--- src/rtl/cpu_pkg.sv ---
// Shared CPU constants and the instruction-memory loader state encoding.
package cpu_pkg;

    localparam int IMEM_ADDR_W = 5;
    localparam int IMEM_DEPTH  = 32;
    localparam int INSTR_W     = 32;

    typedef enum logic [2:0] {
        ST_IDLE    = 3'd0,
        ST_COLLECT = 3'd1,
        ST_WRITE   = 3'd2,
        ST_CHECK   = 3'd3,
        ST_DONE    = 3'd4
    } ld_state_e;

endpackage

--- src/rtl/byte_packer.sv ---
// Packs four bytes MSB-first into a 32-bit word; word_vld_o pulses combinationally
// on the 4th accepted byte, and word_o holds the full word from the following cycle.
module byte_packer (
    input  logic        clk,
    input  logic        rst,
    input  logic        clr_i,
    input  logic        byte_vld_i,
    input  logic [7:0]  byte_dat_i,
    output logic        word_vld_o,
    output logic [31:0] word_o
);

    logic [1:0]  cnt_q, cnt_d;
    logic [31:0] sr_q, sr_d;

    always_comb begin
        cnt_d = cnt_q;
        sr_d  = sr_q;
        if (clr_i) begin
            cnt_d = 2'd0;
        end else if (byte_vld_i) begin
            sr_d  = {sr_q[23:0], byte_dat_i};
            cnt_d = cnt_q + 2'd1;
        end
    end

    assign word_vld_o = byte_vld_i && !clr_i && (cnt_q == 2'd3);
    assign word_o     = sr_q;

    always_ff @(posedge clk) begin
        if (rst) begin
            cnt_q <= 2'd0;
            sr_q  <= 32'd0;
        end else begin
            cnt_q <= cnt_d;
            sr_q  <= sr_d;
        end
    end

endmodule

--- src/rtl/imem_loader.sv ---
// Streams bytes into instruction memory as big-endian words at addresses 0.., holding the CPU meanwhile.
// Optional trailing XOR checksum byte when IMEM_LOADER_CHECKSUM_EN is defined.
module imem_loader
    import cpu_pkg::*;
#(
    parameter int ADDR_W = IMEM_ADDR_W,
    parameter int DATA_W = INSTR_W,
    parameter int DEPTH  = IMEM_DEPTH
) (
    input  logic              clk,
    input  logic              rst,
    input  logic              start,
    input  logic [ADDR_W:0]   load_words,
    input  logic              byte_valid,
    input  logic [7:0]        byte_data,
    output logic              byte_ready,
    output logic              wr_en,
    output logic [ADDR_W-1:0] wr_addr,
    output logic [DATA_W-1:0] wr_data,
    output logic              busy,
    output logic              cpu_hold,
    output logic              done,
    output logic [ADDR_W:0]   word_count,
    output logic              chk_err
);

    localparam logic [ADDR_W:0] DEPTH_W = (ADDR_W+1)'(DEPTH);

    ld_state_e         state_q, state_d;
    logic [ADDR_W:0]   lw_q, lw_d;
    logic [ADDR_W:0]   wc_q, wc_d;
    logic [ADDR_W:0]   wc_inc;
    logic              start_ok;
    logic              byte_fire;
    logic              word_vld;
    logic [DATA_W-1:0] word;

    assign start_ok  = start && ((state_q == ST_IDLE) || (state_q == ST_DONE));
    assign byte_fire = byte_valid && byte_ready;
    assign wc_inc    = wc_q + 1'b1;

    byte_packer u_packer (
        .clk        (clk),
        .rst        (rst),
        .clr_i      (start_ok),
        .byte_vld_i (byte_fire && (state_q == ST_COLLECT)),
        .byte_dat_i (byte_data),
        .word_vld_o (word_vld),
        .word_o     (word)
    );

    always_comb begin
        state_d = state_q;
        lw_d    = lw_q;
        wc_d    = wc_q;
        case (state_q)
            ST_IDLE, ST_DONE: begin
                if (start_ok) begin
                    lw_d    = (load_words > DEPTH_W) ? DEPTH_W : load_words;
                    wc_d    = '0;
                    state_d = (load_words == '0) ? ST_DONE : ST_COLLECT;
                end
            end
            ST_COLLECT: begin
                if (word_vld) state_d = ST_WRITE;
            end
            ST_WRITE: begin
                wc_d = wc_inc;
                if (wc_inc == lw_q) begin
`ifdef IMEM_LOADER_CHECKSUM_EN
                    state_d = ST_CHECK;
`else
                    state_d = ST_DONE;
`endif
                end else begin
                    state_d = ST_COLLECT;
                end
            end
`ifdef IMEM_LOADER_CHECKSUM_EN
            ST_CHECK: begin
                if (byte_fire) state_d = ST_DONE;
            end
`endif
            default: state_d = ST_IDLE;
        endcase
    end

    always_ff @(posedge clk) begin
        if (rst) begin
            state_q <= ST_IDLE;
            lw_q    <= '0;
            wc_q    <= '0;
        end else begin
            state_q <= state_d;
            lw_q    <= lw_d;
            wc_q    <= wc_d;
        end
    end

`ifdef IMEM_LOADER_CHECKSUM_EN
    logic [7:0] xor_q, xor_d;
    logic       chk_q, chk_d;

    always_comb begin
        xor_d = xor_q;
        chk_d = chk_q;
        if (start_ok) begin
            xor_d = 8'd0;
            chk_d = 1'b0;
        end else if (byte_fire && (state_q == ST_COLLECT)) begin
            xor_d = xor_q ^ byte_data;
        end else if (byte_fire && (state_q == ST_CHECK)) begin
            chk_d = (byte_data != xor_q);
        end
    end

    always_ff @(posedge clk) begin
        if (rst) begin
            xor_q <= 8'd0;
            chk_q <= 1'b0;
        end else begin
            xor_q <= xor_d;
            chk_q <= chk_d;
        end
    end

    assign chk_err = chk_q;
`else
    assign chk_err = 1'b0;
`endif

    // wr_data is gated so the port reads zero except during the write strobe
    assign byte_ready = (state_q == ST_COLLECT) || (state_q == ST_CHECK);
    assign wr_en      = (state_q == ST_WRITE);
    assign wr_addr    = wc_q[ADDR_W-1:0];
    assign wr_data    = wr_en ? word : '0;
    assign busy       = (state_q == ST_COLLECT) || (state_q == ST_WRITE) || (state_q == ST_CHECK);
    assign cpu_hold   = busy;
    assign done       = (state_q == ST_DONE);
    assign word_count = wc_q;

endmodule

--- config.mk ---
export PLATFORM = sky130hd
export DESIGN_NAME = imem_loader
export DESIGN_NICKNAME = d
export VERILOG_FILES = /design/src/rtl/cpu_pkg.sv /design/src/rtl/byte_packer.sv /design/src/rtl/imem_loader.sv
export SDC_FILE = /design/constraint.sdc
export NUM_CORES = 1
export LEC_CHECK = 0
export CORE_AREA = 2 2 69 71
export DETAILED_ROUTE_END_ITERATION = 10
export DIE_AREA = 0 0 71 73
export DONT_BUFFER_PORTS = 1
export GPL_ROUTABILITY_DRIVEN = 0
export PLACE_DENSITY_LB_ADDON = 0.15
export SLEW_MARGIN = 20
export SYNTH_ARGS = -nofsm -noshare
export SYNTH_HDL_FRONTEND = slang
export SYNTH_HIERARCHICAL = 1
export SYNTH_SLANG_ARGS = --single-unit
--- constraint.sdc ---
create_clock -name clk -period 3 [get_ports clk]
set_input_delay 0.45 -clock clk [delete_from_list [all_inputs] [get_ports clk]]
set_output_delay 0.45 -clock clk [all_outputs]
set_load 0.01 [all_outputs]
==> summary.txt, run 1 <==
Pwr
  • Gate power share: under 10%
  • Total power: between 0.001 and 0.0015 W
  • Leak pwr: 0.990 nW
  • Switching Share: approximately a quarter
  • Clk network pwr share: roughly 34%
  • P per Cell Area: approximately 440 nW/um^2
  • Worst ir drop on vdd: approximately 230 uV
  • Cell-internal power: around 0.00086 W
  • NetSw: around 0.00026 W
  • Flop pwr share: approximately three fifths

Yosys
  • Post-synth EDFFs: 0
  • Top FF cell, synth: dfxtp_1
  • Mapped Cells: around 270
  • Post-synthesis cell area: roughly 2500 um^2
  • Synth area leaders: dfxtp_1 40%, mux2i_1 11%, and2_1 8.9%, nand2b_1 8.4%, nand4bb_1 3.6%
  • Yosys top cell by area: dfxtp_1
  • Yosys cell types: 42
  • Yosys warns: 6
  • Post-synth top area share: 39.7%
  • Net Count, Synth: 286
  • Synthesized area per cell: approximately 9.3 um^2
  • Synth async-reset ratio: 0%
  • Seq/Total Area, Yosys: between 30 and 40%
  • Synth Register Bits: slightly below 50

Worst setup path
  • CP Launch Type: flip-flop
  • CP Depth: 4
  • CP Class: flip-flop to output pin
  • Buffer and inverter count on the worst path: 2
  • Worst EP required: 2550 ps
  • Crit path max-delay family: buffers and inverters
  • CP startpoint: state_q[1]
  • Slowest stage cell, crit path: or3b_1
  • FF-to-FF End: word_count[4]
  • Worst-path cell chain: or3b_1 > inv_1 > buf_4 > and2_1
  • R2R setup slack: around 830 ps
  • Worst stage delay on the critical path: 510 ps
  • Worst r2r path cells: 6
  • Critical Path End: wr_data[27]
  • Critical path arrival: 2200 ps
  • Endpoint class of the critical path: output pin
  • RR Startpoint: state_q[1]
  • Worst-path fanout max: 21

Global route
  • Total track usage: between 20 and 25%
  • Vias in the first global route: 1583
  • First-pass GRT wire length: just over 8000 um
  • Largest net degree at the start of global routing: 60
  • Antenna violations before repair: 0
  • Overflow after GRT: 0

Finish
  • Layout area overhead: 2.83%
  • Area of the multi-input gates: 1340 um^2
  • Filler cell count: roughly 420
  • Layout cell share with drive strength beyond 1: 8.91%
  • Sequential Area: 981 um^2
  • Most frequent cells in the layout: 49 x dfxtp_1, 35 x and2_1, 33 x nand2b_1
  • Commonest non-fill, non-tap cell in the layout: dfxtp_1
  • Diode count: 0
  • Nets@finish: between 200 and 300

Timing
  • Worst-margin pin slew: roughly 520 ps
  • Fmax: between 300 and 400 MHz
  • Slew HR: roughly 65%
  • Clock skew: 6.76 ps
  • Final hold vios: 0
  • Slew Viols, Final: 0
  • Tmin final: between 2000 and 3000 ps
  • Final setup TNS: 0 ps
  • Unrepaired setup endpoints after global routing: no
  • Tcrit/Tclk final: about nine tenths
  • Final setup fails: 0

Drt
  • Met2 routed WL: 2090 um
  • Routed Antenna Nets: 0
  • Routed via count: roughly 1700
  • Initial DRC Count: about 160
  • DRT Pass-1 Iters: 4
  • Met1 WL: approximately 2400 um
  • WL final: between 4000 and 5000 um
  • Met3 routed WL: about 280 um
  • WL/cell: approximately 16 um
  • Top Layer Used: met4
  • DR vias/cell: about 5.5
  • DRC: 0

Floorplanning
  • Initial Util: between 50% and 60%
  • Io pins: 67
  • FP Rows: 25
  • Core area: approximately 4500 um^2
  • Die Ht: 73 um
  • Die area: 5180 um^2
  • Die width: 71 um

Clock network
  • Clk slew on worst S/H paths: 90 ps
  • Num Clock Sinks: 49
  • Hold buffers post-CTS: 0
  • H-tree depth: 2
  • CTS tree: yes
  • CTS root buffer: clkbuf_8
  • Total setup buffers inserted after CTS: 0
  • Clk buf depth: 2
  • Clock buffer count from CTS: 5
  • Post-cts resize count: 0
  • Clk_lat worst skew: about 300 ps

Flow run
  • Max cap viols: 0

Placed design
  • Hpwl dp: around 3300 um
  • IO buf count: 0

Status
  • Status: finished clean

Min path
  • Hold Path Class: input pin to flip-flop
## cell families after synthesis
kind of cell             share of synthesized area, %
adder cells (fa/ha/maj)                          1.01
AND/OR/NAND/NOR                                  31.5
buffers and inverters                            6.48
multiplexers                                     10.5
flip-flops                                       39.7
AO/OA/AOI/OAI                                    7.44
XOR/XNOR                                         3.19
other                                           0.152
## per-layer routing
metal	GRT usage (%)	up-vias
met5	0	-
met3	6.63	8
met4	6.92	0
li1	-	873
met1	27.8	797
met2	29.7	48
## through the flow
| step | std cells | cell area, um^2 | worst slack (ps) | util [%] | hold WS, ps |
|---|---|---|---|---|---|
| 6_report | 312 | 2540 | 346 | 56.1 | 209 |
| 5_1_grt | 312 | 2540 | 180 | 56.1 | 183 |
| 4_1_cts | 312 | 2540 | 317 | 56.1 | 194 |
| 3_5_place_dp | 304 | 2460 | 663 | 54.2 | 452 |
| 3_3_place_gp | 304 | 2460 | 755 | 54.2 | 448 |
| 2_1_floorplan | 266 | 2470 | 1060 | - | 443 |
## Yosys cell counts, types with 2 or more instances
master	instances
a21oi_1	11
and2_1	35
buf_2	2
buf_4	8
buf_6	3
clkbuf_1	10
dfxtp_1	49
ha_1	2
inv_1	4
mux2i_1	26
nand2_1	9
nand2b_1	33
nand3_1	2
nand3b_1	6
nand4bb_1	8
nor2_1	9
nor3_1	2
nor3b_1	2
o21ai_0	5
o21ai_1	8
or3_1	2
or3_2	2
or4_1	2
xnor2_1	6
xor2_1	3
## how the worst min path moves through the flow
stage / from / endpoint / slack, ps / depth (start not counted)
floorplan: lw_q[0] / lw_q[0] / 440 / 2
global placement: lw_q[0] / lw_q[0] / 450 / 2
detailed placement: lw_q[3] / lw_q[3] / 450 / 2
CTS: rst / lw_q[2] / 190 / 1
global route: rst / lw_q[2] / 180 / 1
finish: rst / lw_q[2] / 210 / 1
## area by class of cell
type	instances	area share [%]
multi-input combinational	189	52.6
sequential	49	38.6
clock buffer	6	2.85
clock inverter	2	0.541
timing repair buffer	7	2.07
inverter	5	0.738
tap	54	2.66
## flip-flops by register name, indices dropped and copies added, names as in the netlist
register         cells
u_packer/word_o     32
lw_q                 6
word_count           6
state_q              3
u_packer/cnt_q       2
## power groups by stage
stage,registers (W),clock network (W),logic [W]
5_1_grt,0.000667,0.000427,0.0000820
2_1_floorplan,0.000680,0,0.0000743
4_1_cts,0.000666,0.000399,0.0000747
3_3_place_gp,0.000681,0,0.0000740
3_5_place_dp,0.000681,0,0.0000741
6_report,0.000666,0.000388,0.0000736
(Power assumes the default switching activity.)
==> inputs of run 2 (changes only) <==
CORE_AREA = 2 2 66 68   (was 2 2 69 71)
DIE_AREA = 0 0 68 70   (was 0 0 71 73)
SYNTH_HIERARCHICAL = unset   (was 1)
clock period = 3.1 ns   (was 3 ns; I/O delays follow)
==> run 2 against run 1 <==
Die area down 8.2%. Cell count up 5.8%. Largest power group unchanged. Non-clock buffer count down 5. Clock skew up 1.1 ps. Worst setup slack better by 330 ps. Global-route usage down 1.0 points. Synthesized cell count up 10%.
==> summary.txt, run 2 <==
Status
  • Status: finished clean

Finish
  • Max reg flops: 32
  • Filler cell count: 419
  • Diode count: 0
  • Layout cell share with drive strength beyond 1: approximately 4.7%
  • Commonest non-fill, non-tap cell in the layout: nand2_1
  • Most frequent cells in the layout: 75 x nand2_1, 49 x dfxtp_1, 44 x a21oi_1
  • Finished Cell Area: between 2000 and 2500 um^2
  • Nets@finish: ~300
  • Layout area overhead: 2.02%

Timing
  • Slew HR: between 40% and 50%
  • Final setup fails: 0
  • Slew Viols, Final: 0
  • Final hold vios: 0
  • Tcrit/Tclk final: between 70 and 80%
  • Post-route setup slack: a little under 700 ps
  • Unrepaired setup endpoints after global routing: no
  • Fmax: roughly 410 MHz
  • Tmin final: 2420 ps
  • Clock skew: between 7 and 8 ps
  • Final setup TNS: 0 ps
  • Worst-margin pin slew: 827 ps

Global route
  • Total track usage: 19.1%
  • Largest net degree at the start of global routing: 52
  • Antenna violations before repair: 0
  • First-pass GRT wire length: 7240 um
  • Overflow after GRT: 0
  • Vias in the first global route: approximately 1600

Yosys
  • Top-count cell post-synth: nand2_1
  • Seq/Total Area, Yosys: 42.9%
  • Synthesized area per cell: roughly 7.8 um^2
  • Post-synth EDFFs: 0
  • Mapped Cells: 293
  • Top FF cell, synth: dfxtp_1
  • Post-synthesis cell area: ~2300 um^2
  • Yosys cell types: 34
  • Net Count, Synth: 313
  • Commonest cells in the netlist: 75 x nand2_1, 49 x dfxtp_1, 44 x a21oi_1
  • Synth Register Bits: 49
  • Yosys warns: 0
  • Yosys top cell by area: dfxtp_1
  • Synth async-reset ratio: 0%
  • Synth area leaders: dfxtp_1 43%, nand2_1 12%, a21oi_1 9.6%, and2_1 9.3%, buf_4 2.3%
  • Post-synth top area share: 42.9%

Worst setup path
  • Worst-path cell chain: or3b_1 > inv_2 > and2_1
  • Worst stage delay on the critical path: around 500 ps
  • CP Class: flip-flop to output pin
  • Critical path arrival: 1960 ps
  • Crit path max-delay family: simple AND/OR/NAND/NOR gates
  • CP startpoint: state_q[1]
  • RR Startpoint: state_q[1]
  • Worst EP required: around 2600 ps
  • Buffer and inverter count on the worst path: 1
  • Endpoint class of the critical path: output pin
  • Worst-path fanout max: 40
  • CP Launch Type: flip-flop
  • Slowest stage cell, crit path: or3b_1
  • CP Depth: 3
  • Worst r2r path cells: 6

Drt
  • WL/cell: approximately 13 um
  • Routed via count: around 1800
  • DRT Pass-1 Iters: 4
  • WL final: between 4000 and 5000 um
  • DRC: 0
  • Initial DRC Count: around 120
  • Routed Antenna Nets: 0
  • DR vias/cell: 5.37

Placed design
  • Hpwl dp: between 2000 and 3000 um
  • IO buf count: 0
  • Area after DPL: between 2000 and 2500 um^2
  • Setup WS pre-CTS: between 900 and 1000 ps

Clock network
  • Hold buffers post-CTS: 0
  • Clk slew on worst S/H paths: roughly 90 ps
  • Total setup buffers inserted after CTS: 0
  • Clk_lat worst skew: about 300 ps
  • CTS tree: yes
  • H-tree depth: 2
  • Clk buf depth: 2
  • Post-cts resize count: 0
  • Clock buffer count from CTS: 5
  • CTS root buffer: clkbuf_8
  • Num Clock Sinks: approximately 50

Min path
  • Hold path start: rst
  • WHS Path Cells: 1
  • Hold Path Class: input pin to flip-flop

Pwr
  • P per Cell Area: between 500 and 600 nW/um^2
  • Leak pwr: 0.823 nW
  • Worst ir drop on vdd: between 300 and 400 uV

Floorplanning
  • Io pins: 67
  • Core area: approximately 4100 um^2
  • Die width: ~68 um
  • Die area: 4760 um^2
  • Initial Util: roughly 55%
  • FP Rows: 24
  • Die Ht: ~70 um

Flow run
  • Max cap viols: 0
==> run 2: cell count changes after synthesis, sizes merged, moves of 4 or more <==
cell	change
mux2i	-24
nand2b	-34
nor3	+5
nand4bb	-8
nor2	+4
a21oi	+33
or3	-4
o21ai	-10
nand2	+66
==> run 2: where the power goes <==
part           internal (W)  switching [W]  leakage [nW]
clock network      0.000262       0.000203        0.0574
logic             0.0000235      0.0000429         0.370
registers          0.000640     0.00000943         0.396
total              0.000926       0.000256         0.823
==> run 2: worst paths after layout <==
| check | to | slack [ps] |
|---|---|---|
| setup / recovery | wr_data[14] | 680 |
| hold / removal | lw_q[4] | 230 |
| setup reg to reg | word_count[3] | 990 |
| hold reg to reg | u_packer.word_o[27] | 450 |
==> run 2: worst register-to-register path: cells and delay by family (launching register included) <==
family                 cells  cell delay, ps
AND/OR/NAND/NOR            3             790
buffers and inverters      1             460
flip-flops                 1             420
AO/OA/AOI/OAI              2             350
==> run 2: layout make-up <==
cell class	count	area (um^2)	share of cell area, %
multi-input cells	218	1150	49.2
well taps	52	65.1	2.79
inverters	1	3.75	0.161
flip-flops and latches	49	981	42.0
clock inverters	2	37.5	1.61
clock buffers	6	82.6	3.54
repair buffers	2	15.0	0.643
==> run 2: cells by family after synthesis <==
group           after synthesis  share of synthesized area (%)
buf+inv                      26                           6.89
mux                           2                          0.875
other cells                   1                          0.164
flops                        49                           42.9
xor+xnor                      8                           3.06
compound gates               55                           13.1
simple gates                150                           32.0
fa+ha+maj                     2                           1.09
==> run 2: per-stage QoR <==
step                      hold WS (ps)  utilization [%]  total power (W)  std cells
after CTS                          219             56.3          0.00120        330
after detailed placement           438             53.4         0.000731        322
after floorplan                    429                -         0.000732        293
final                              227             56.3          0.00118        330
after global placement             432             53.4         0.000731        322
after global routing               213             56.3          0.00123        330
==> run 2: routing by layer <==
metal	vias to the layer above	wire (um)	GRT usage, %
li1	919	-	-
met1	797	2210	27.8
met2	48	1940	27.5
met3	7	216	4.99
met4	0	52	6.00
met5	-	0	0
==> inputs of run 3 (changes only) <==
clock period = 2.3 ns   (was 3.1 ns; I/O delays follow)
==> run 3 against run 2 <==
First-iteration DRC count is 13% higher. Cell count is 1.5% higher. Flip-flop and latch count stayed put. Combinational power is 39% higher. Non-clock buffer count is 5 higher. Sequential power is 35% higher. Wire length is 1.4% higher. Sequential share of layout area is 0.40 points lower. Via count is 1.1% higher. Critical path type unchanged. Critical endpoint is now wr_data[29]. Largest cell class unchanged.
==> summary.txt, run 3 (synthesis gave the netlist of run 2 again) <==
Finish
  • Final core utilization: 56.9%
  • Commonest non-fill, non-tap cell in the layout: nand2_1
  • Layout cell share with drive strength beyond 1: roughly 6.4%
  • Layout area overhead: 3.01%
  • Nets@finish: slightly above 300
  • Most frequent cells in the layout: 75 x nand2_1, 49 x dfxtp_1, 44 x a21oi_1
  • Diode count: 0
  • Max reg flops: 32

Drt
  • Routed Antenna Nets: 0
  • Initial DRC Count: between 100 and 150
  • Routed via count: 1791
  • WL final: ~4500 um
  • DRT Pass-1 Iters: 4
  • DR vias/cell: 5.35
  • DRC: 0
  • WL/cell: 13.4 um

Clock network
  • Clk_lat worst skew: 290 ps
  • Clk slew on worst S/H paths: 80 ps
  • Clk buf depth: 2
  • CTS tree: yes
  • H-tree depth: 2
  • Clock buffer count from CTS: 5
  • CTS root buffer: clkbuf_8
  • Total setup buffers inserted after CTS: 0
  • Num Clock Sinks: 49

Worst setup path
  • Endpoint class of the critical path: output pin
  • CP Launch Type: flip-flop
  • Worst-path cell chain: or3b_4 > inv_4 > buf_12 > and2_1
  • Worst-path fanout max: 25
  • Critical path arrival: 1750 ps
  • Worst EP required: around 2000 ps
  • CP Class: flip-flop to output pin
  • R2R setup slack: 580 ps
  • Worst stage delay on the critical path: about 470 ps
  • Slowest stage cell, crit path: or3b_4

Floorplanning
  • Die Ht: around 70 um
  • Initial Util: 55.2%
  • Die area: about 4800 um^2
  • FP Rows: 24
  • Core area: ~4100 um^2
  • Io pins: 67
  • Die width: 68 um

Status
  • Status: finished clean

Timing
  • Final hold vios: 0
  • Clock skew: 2.38 ps
  • Tmin final: 2100 ps
  • Final setup TNS: 0 ps
  • Fmax: 477 MHz
  • Tcrit/Tclk final: between 90% and 100%
  • Final setup fails: 0
  • Unrepaired setup endpoints after global routing: no
  • Slew Viols, Final: 0

Pwr
  • Leak pwr: ~0.84 nW
  • P per Cell Area: 618 nW/um^2
  • Worst ir drop on vdd: 453 uV

Global route
  • Antenna violations before repair: 0
  • Total track usage: about a fifth
  • Largest net degree at the start of global routing: between 50 and 60
  • Vias in the first global route: around 1700
  • First-pass GRT wire length: between 7000 and 8000 um
  • Overflow after GRT: 0

Min path
  • Hold Path Class: input pin to flip-flop

Placed design
  • IO buf count: 0
  • Hpwl dp: roughly 3000 um

Flow run
  • Max cap viols: 0
-- run 3: changes by cell type in the layout (fill, tap and decap cells not counted), sizes merged --
cell      previous run  this run
clkinvlp             1         2
bufinv               1         0
buf                  2         7
-- run 3: worst paths after layout --
kind | end | startpoint | cells past startpoint
hold / removal | lw_q[0] | rst | 1
setup / recovery | wr_data[29] | state_q[1] | 4
setup reg to reg | word_count[4] | state_q[1] | 6
hold reg to reg | u_packer.word_o[25] | u_packer.word_o[25] | 2
-- run 3: metrics by stage --
step / setup slack [ps] / cells / total power (W) / hold WS (ps) / area (um^2)
3_3_place_gp: 395 / 327 / 0.000988 / 418 / 2260
4_1_cts: 13.7 / 335 / 0.00148 / 95.1 / 2350
2_1_floorplan: 519 / 293 / 0.000987 / 429 / 2290
5_1_grt: 85.1 / 335 / 0.00153 / 85.2 / 2360
6_report: 203 / 335 / 0.00146 / 111 / 2360
3_5_place_dp: 345 / 327 / 0.000988 / 422 / 2260
-- run 3: area by class of cell --
class	instances	area (um^2)
clock buffers	6	72.6
clock inverters	2	15.0
fillers	407	1790
inverters	1	6.26
multi-input cells	218	1150
flip-flops and latches	49	981
well taps	52	65.1
repair buffers	7	65.1
-- run 3: critical path, delay by kind of cell (launching register included) --
kind,cells,cell delay [ps]
buf+inv,2,370
simple gates,2,650
flops,1,430
-- run 3: routing by layer --
metal | vias up | part of all wire [%] | global-route usage, %
met5 | - | 0 | 0
met4 | 0 | 0.98 | 6.67
met3 | 4 | 4.9 | 6.76
met2 | 51 | 45 | 31.7
met1 | 798 | 49 | 27.4
li1 | 938 | - | -
-- run 3: where the power goes --
part	leakage, nW	switching, W	internal (W)
combinational	0.402	0.0000583	0.0000337
sequential	0.396	0.0000126	0.000863
clock	0.0374	0.000274	0.000214
-- run 3: timing repair --
action / in CTS / in global routing
setup endpoints to repair: 0 / 10
gates resized for setup: 0 / 3
hold buffers: 0 / 0
